[config.mk]
export PLATFORM = sky130hd
export DESIGN_NAME = data_mem_arbiter
export DESIGN_NICKNAME = d
export VERILOG_FILES = /design/src/rtl/data_mem_arbiter.sv
export SDC_FILE = /design/constraint.sdc
export NUM_CORES = 1
export LEC_CHECK = 0
export CAP_MARGIN = 20
export CORE_AREA = 2 2 125 127
export CTS_CLUSTER_SIZE = 24
export DETAILED_ROUTE_END_ITERATION = 8
export DIE_AREA = 0 0 127 129
export GPL_TIMING_DRIVEN = 0
export PLACE_DENSITY = 0.77
export SYNTH_ARGS = -nofsm -noshare
export SYNTH_HDL_FRONTEND = slang
export SYNTH_SLANG_ARGS = --single-unit
[constraint.sdc]
create_clock -name clk -period 2.1 [get_ports clk]
set_input_delay 0.42 -clock clk [delete_from_list [all_inputs] [get_ports clk]]
set_output_delay 0.42 -clock clk [all_outputs]
set_load 0.1 [all_outputs]
[src/rtl/data_mem_arbiter.sv]
// Round-robin arbiter that shares the single-ported data memory between the
// CPU load/store path (requester 0) and the string/debug port (requester 1).
//
// state  | meaning
// IDLE   | waiting for a request; grants the winner and latches its access
// ACCESS | drives the memory port for one full cycle (strobes only if legal)
// RESP   | ack/err high for the winner; no new grant this cycle
module data_mem_arbiter #(
    parameter logic [31:0] STACK_TOP    = 32'h7ffffffc,
    parameter int          WINDOW_WORDS = 256
) (
    input  logic        clk,
    input  logic        rst_n,
    input  logic        r0_req,
    input  logic        r0_we,
    input  logic [31:0] r0_addr,
    input  logic [31:0] r0_wdata,
    output logic        r0_ack,
    output logic        r0_err,
    output logic [31:0] r0_rdata,
    input  logic        r1_req,
    input  logic        r1_we,
    input  logic [31:0] r1_addr,
    input  logic [31:0] r1_wdata,
    output logic        r1_ack,
    output logic        r1_err,
    output logic [31:0] r1_rdata,
    output logic        mem_read,
    output logic        mem_write,
    output logic [31:0] mem_address,
    output logic [31:0] mem_write_data,
    input  logic [31:0] mem_read_data
);

    typedef enum logic [1:0] {IDLE, ACCESS, RESP} state_t;

    localparam logic [29:0] WORD_HI = STACK_TOP[31:2];
    localparam logic [29:0] WORD_LO = WORD_HI - 30'(WINDOW_WORDS);

    state_t      state, state_nxt;
    logic        last_grant;
    logic        lat_id;
    logic        lat_we;
    logic [31:0] lat_addr;
    logic [31:0] lat_wdata;
    logic        legal;
    logic        grant_valid;
    logic        grant_id;

    assign legal = (lat_addr[1:0] == 2'b00) &&
                   (lat_addr[31:2] >= WORD_LO) && (lat_addr[31:2] <= WORD_HI);

    // On a tie the requester that did not win last time takes the grant.
    assign grant_valid = r0_req | r1_req;
    assign grant_id    = (r0_req & r1_req) ? ~last_grant : r1_req;

    assign mem_address    = lat_addr;
    assign mem_write_data = lat_wdata;

    always_comb begin
        state_nxt = state;
        mem_read  = 1'b0;
        mem_write = 1'b0;
        case (state)
            IDLE: begin
                if (grant_valid) state_nxt = ACCESS;
            end
            ACCESS: begin
                mem_write = legal & lat_we;
                mem_read  = legal & ~lat_we;
                state_nxt = RESP;
            end
            RESP: begin
                state_nxt = IDLE;
            end
            default: begin
                state_nxt = IDLE;
            end
        endcase
    end

    always_ff @(posedge clk or negedge rst_n) begin
        if (!rst_n) begin
            state      <= IDLE;
            last_grant <= 1'b1;
            lat_id     <= 1'b0;
            lat_we     <= 1'b0;
            lat_addr   <= '0;
            lat_wdata  <= '0;
            r0_ack     <= 1'b0;
            r0_err     <= 1'b0;
            r0_rdata   <= '0;
            r1_ack     <= 1'b0;
            r1_err     <= 1'b0;
            r1_rdata   <= '0;
        end else begin
            state <= state_nxt;
            case (state)
                IDLE: begin
                    if (grant_valid) begin
                        lat_id     <= grant_id;
                        last_grant <= grant_id;
                        lat_we     <= grant_id ? r1_we    : r0_we;
                        lat_addr   <= grant_id ? r1_addr  : r0_addr;
                        lat_wdata  <= grant_id ? r1_wdata : r0_wdata;
                    end
                end
                ACCESS: begin
                    // Writes leave rdata alone; rejected accesses return zero.
                    if (!lat_id) begin
                        r0_ack <= 1'b1;
                        r0_err <= ~legal;
                        if (!legal)       r0_rdata <= '0;
                        else if (!lat_we) r0_rdata <= mem_read_data;
                    end else begin
                        r1_ack <= 1'b1;
                        r1_err <= ~legal;
                        if (!legal)       r1_rdata <= '0;
                        else if (!lat_we) r1_rdata <= mem_read_data;
                    end
                end
                RESP: begin
                    r0_ack <= 1'b0;
                    r0_err <= 1'b0;
                    r1_ack <= 1'b0;
                    r1_err <= 1'b0;
                end
                default: begin
                    r0_ack <= 1'b0;
                    r1_ack <= 1'b0;
                end
            endcase
        end
    end

endmodule

Word-level counts from Yosys, hierarchy flattened
Index checks and enable logic that the tools add are counted.
{ "classes": {"muxes": 18, "bitwise_logic": 9, "reduce_logical": 12, "eq_ne": 6, "n_lt_le_gt_ge": 2} }
{ "ops": {"columns": ["operator", "n"], "rows": [
  ["32-bit 2-to-1 mux", 4],
  ["30-bit by 29-bit >= comparator with 1-bit output (second input constant)", 1],
  ["30-bit by 29-bit <= comparator with 1-bit output (second input constant)", 1],
  ["2-bit AND reduction", 5],
  ["1-bit 2-to-1 mux", 8],
  ["2-bit != test (second input constant)", 4],
  ["1-bit case mux with 2 select lines", 4],
  ["3-bit AND reduction", 2],
  ["1-bit inverter", 5],
  ["2-bit logical NOT", 2],
  ["2-bit case mux with 2 select lines", 1],
  ["1-bit AND", 3],
  ["2-bit by 1-bit == test with 1-bit output (second input constant)", 1],
  ["2-bit == test (second input constant)", 1],
  ["1-bit logical AND", 2],
  ["2-bit 2-to-1 mux", 1],
  ["2-bit nonzero test", 1],
  ["1-bit OR", 1]
]} }
{ "word_totals": {"inputBits": 166, "output_inout_bits": 134, "register_bits": 137, "wordCells": 59} }

Logic depth before layout (Yosys ltp)
{ "logic_depth": {"ltp_word": 6, "mapped_depth": 7, "depth_no_buf": 5} }

Least setup slack after synthesis
No wires, ideal clock.
{ "synth_timing": {"path_kind": "reg2out", "from": "reg lat_addr[23], in the netlist mem_address[23]", "to": "out mem_read", "path_stages_with_launch": 5, "required_ps": 1680, "slack_ps": -2408, "arrival_time_ps": 4088, "path_buffers": 0, "path_cell_list": "dfrtp_1 > nand4_1 > a2111oi_4 > and3_2 > nor3b_1"} }
{ "synth_between": {"elab_chain_cells": 5, "elab_cells_between_ends": 6, "cone_classes": "order compare: 2; mux: 1; bitwise: 1; reduce/logical: 2"} }
{ "synth_lines": {"columns": ["item", "line_no", "text"], "rows": [
  ["from (decl)", "44", "logic [31:0] lat_addr;"],
  ["from (signal assigned)", "104", "lat_addr <= grant_id ? r1_addr : r0_addr;"],
  ["30-bit by 29-bit >= comparator with 1-bit output", "51", "(lat_addr[31:2] >= WORD_LO) && (lat_addr[31:2] <= WORD_HI);"],
  ["1-bit logical AND", "50", "assign legal = (lat_addr[1:0] == 2'b00) &&"],
  ["1-bit logical AND *", "51", null],
  ["1-bit AND *", "70", "mem_read = legal & ~lat_we;"],
  ["1-bit 2-to-1 mux *", "64", "case (state)"],
  ["to (decl)", "28", "output logic mem_read,"]
]} }
Every way passes the cells marked *; elsewhere a longest branch is shown, timed or not.

Final worst setup path
{ "layout_timing": {"from": "reg lat_addr[12], in the netlist mem_address[12]", "to": "out mem_read"} }
The elaborated chain is that of the path after synthesis.

==> results.md <==
- Chip width: 127 um
- Bufs on Longest Clock Path: 2
- H-tree lvl count: 4
- Rel. slew slack: 0.312
- Hold Slack: -0.0222 ns
- Initial Util: 0.397
- Fin. max-slew vios: 0
- FP Rows: 45
- Fin crit period: 2.52 ns
- Reg area: 3500 um2
- Unrepaired setup endpoints after global routing: yes
- Global-route wire length before repair: 30,500 um
- Total power: 17.7 mW
- Sw Share: 0.575
- Drt pass-1 iters: 5
- Final instance area: 9780 um2
- Worst ir drop on vdd: 1.28 mV
- Period utilisation layout: 1.20
- Total GRT Usage: 0.244
- Hpwl dp: 15,200 um
- FILL cells: 1,280
- Main combinational cell family by area after synthesis: compound AO/OA/AOI/OAI gates
- Place WS: -1.10 ns
- Cell Int Power: 7.51 mW
- GRT overflow: 0
- Synth Net Count: 738
- Worst-margin pin slew: 1.04 ns
- Met2 WL: 10,000 um
- Post-Synth Adder-Cell Area: 0
- Critical path type: register to output port
- Most common cell in the synthesized netlist: dfrtp_1
- Worst R2R Path Depth: 6
- Post-Syn Instances: 572
- Setup_tns: -0.789 ns
- Syn Area/Cell: 10.4 um2
- Pin count of the biggest net entering global routing: 75
- Gate power share: 0.604
- Skew final: 0.00977 ns
- Chip Height: 129 um
- Critical Path AT: 2.10 ns
- Die ar.: 16,400 um2
- Met1 Wirelength: 7650 um
- Async SR Flop Fraction: 1.00
- Synth top area share: 0.572
- Beginning of the critical path: mem_address[12]
- Final hold vios: 6
- Mux contribution to synthesized area: 0.109
- Cts hold-fix bufs: 0
- Drt first-iter violations: 259
- Final ANT Viol Nets: 0
- GPL Wtd Cong: 0.824
- Register bit total from synthesis: 137
- Clock share of power: 0.155
- Yosys top cell by area: dfrtp_1
- Sw power: 10.2 mW
- Status: finished, violations left
- Top_reg_cell synth: dfrtp_1
- Vias per cell: 5.03
- Synth area leaders: dfrtp_1, mux2i_1, o22ai_1
- Hold Crit Class: input pin to async pin
- Core area: 15,000 um2
- Placed cells: 1,060
- Failing checks: negative hold slack, negative setup slack
- Power density over the cells: 1810 nW/um2
- Buffers on Ports: 299
- CTS tree: yes
- Xor/xnor share of the synthesized area: 0
- Placed cell area: 9300 um2
- Area grow syn2layout: 64.3%
- Max frequency: 397 MHz
- Nets@finish: 1,063
- Met3 wire len: 1750 um
- Max-cap violations: 0
- CP Capture Point: mem_read
- Startpoint Class: register
- Post-Route WL: 19,800 um
- Post-route insts no fill: 1,097
- Antenna Cells: 0
- DRC violations left: 0
- Synth Area in Simple Gates: 0.0982
- Area of the multi-input gates: 2100 um2
- Sequential area share after synthesis: 0.576
- TritonCTS buffer count: 17
- Clock latency on the worst-skew pair: 0.41 ns
- Final WS setup: -0.416 ns
- CP Capture Type: output port
- Reg clk slew, reported paths: 0.06 ns
- Avg WL per Cell: 18.1 um
- Unique masters post-synth: 27
- Flop-to-flop setup slack: 0.03 ns
- Top Layer Used: met4
- Layout cells sized above 1: 0.139
- Vias in the first global route: 5,530
- Post-synth top cells: dfrtp_1, inv_1, nor2_1
- Total number of vias: 5,518
- Post-synth EDFFs: 0
- Number of clock sinks: 137
- Power share of the sequential group: 0.240
- Synth warn: 0
- Initial antenna violation count: 0
- Cell Area, Synth: 5950 um2
- Final setup fails: 2
- Reg2Reg Launch Point: mem_address[12]
- Compound-cell area share of the yosys netlist: 0.139
- Io pins: 300
- Leak: 4.41 nW
- CP Data Required Time: 1.68 ns
- Crit path max fanout: 3
- FF-to-FF End: r1_rdata[20]
- Root buffer cell: clkbuf_16
state kept, by name, indices dropped and copies added (netlist names), 2 cells and up:
name            cells
state               2
r1_rdata           32
mem_write_data     32
mem_address        32
r0_rdata           32
cell families after synthesis:
family / after synthesis
AOI/OAI and AO/OA: 142
DFF: 137
and+or+nand+nor: 121
buffers and inverters: 107
muxes: 65
how the worst min path moves through the flow:
| stage | startpoint | end | slack [ns] | cells past startpoint |
|---|---|---|---|---|
| floorplan | rst_n | lat_id | 0.12 | 0 |
| global placement | r1_err | r1_err | 0.49 | 2 |
| detailed placement | rst_n | r0_rdata[5] | 0.44 | 1 |
| CTS | rst_n | r0_rdata[5] | 0.004 | 1 |
| global route | rst_n | r0_rdata[5] | 0.02 | 1 |
| finish | rst_n | r0_rdata[5] | -0.02 | 1 |
per-layer routing:
| metal | track usage | up-vias |
|---|---|---|
| li1 | - | 2605 |
| met1 | 0.294 | 2647 |
| met2 | 0.419 | 241 |
| met3 | 0.0790 | 25 |
| met4 | 0.0750 | 0 |
| met5 | 0 | - |
what timing repair did:
| item | CTS | global route |
|---|---|---|
| endpoints found under the setup margin | 180 | 148 |
| pin swaps | 2 | 3 |
| resized for setup | 191 | 43 |
| setup buffers | 4 | 2 |
power by group through the flow:
stage	sequential, mW	combinational, mW	clock, mW
6_report	4.24	10.7	2.75
5_1_grt	4.35	11.1	2.91
4_1_cts	4.24	10.7	2.79
3_5_place_dp	4.29	11.2	0
3_3_place_gp	4.27	11.1	0
2_1_floorplan	10.3	2.11	0
through the flow:
| stage | utilization | hold slack [ns] |
|---|---|---|
| 4_1_cts | 0.653 | 0.00361 |
| 2_1_floorplan | - | 0.124 |
| 3_5_place_dp | 0.621 | 0.444 |
| 5_1_grt | 0.653 | 0.0239 |
| 3_3_place_gp | 0.619 | 0.489 |
| 6_report | 0.653 | -0.0222 |
worst max-delay path, stage by stage (launching register included):
cell and delay, ns:
dfrtp_4 0.41, nand4_1 0.16, a2111oi_4 0.43, and3_4 0.25, nor3b_4 0.22, buf_12 0.20
cell usage in the layout, fill, tap and decap left out, types with 2 or more instances in the layout:
| cell | netlist | routed |
|---|---|---|
| a21oi_1 | 66 | 66 |
| clkdlybuf4s15_2 | 0 | 11 |
| nand4b_1 | 2 | 2 |
| o21ai_0 | 5 | 5 |
| clkbuf_16 | 0 | 17 |
| inv_1 | 69 | 69 |
| o22ai_1 | 65 | 64 |
| buf_6 | 6 | 7 |
| clkinv_2 | 0 | 4 |
| nand4_1 | 7 | 7 |
| clkbuf_1 | 19 | 15 |
| nor2_1 | 68 | 68 |
| clkbuf_2 | 0 | 24 |
| clkinvlp_4 | 0 | 3 |
| buf_4 | 0 | 6 |
| mux2i_1 | 65 | 65 |
| clkbuf_8 | 0 | 2 |
| dfrtp_4 | 0 | 13 |
| nand2_1 | 3 | 3 |
| dfrtp_2 | 0 | 19 |
| a41oi_1 | 2 | 2 |
| clkdlybuf4s15_1 | 0 | 19 |
| buf_12 | 0 | 2 |
| dfrtp_1 | 136 | 104 |
| buf_2 | 9 | 8 |
| dlygate4sd2_1 | 0 | 90 |
| clkdlybuf4s50_1 | 0 | 164 |
| nand3_1 | 2 | 2 |
| nand2b_1 | 34 | 34 |
area by class of cell:
type	instances	area share
clock inverters	8	0.00742
inverters	69	0.0265
multi-input cells	328	0.214
repair buffers	306	0.299
well taps	188	0.0241
plain buffers	38	0.0221
clock buffers	23	0.0479
flip-flops and latches	137	0.358
(Power assumes the default switching activity.)
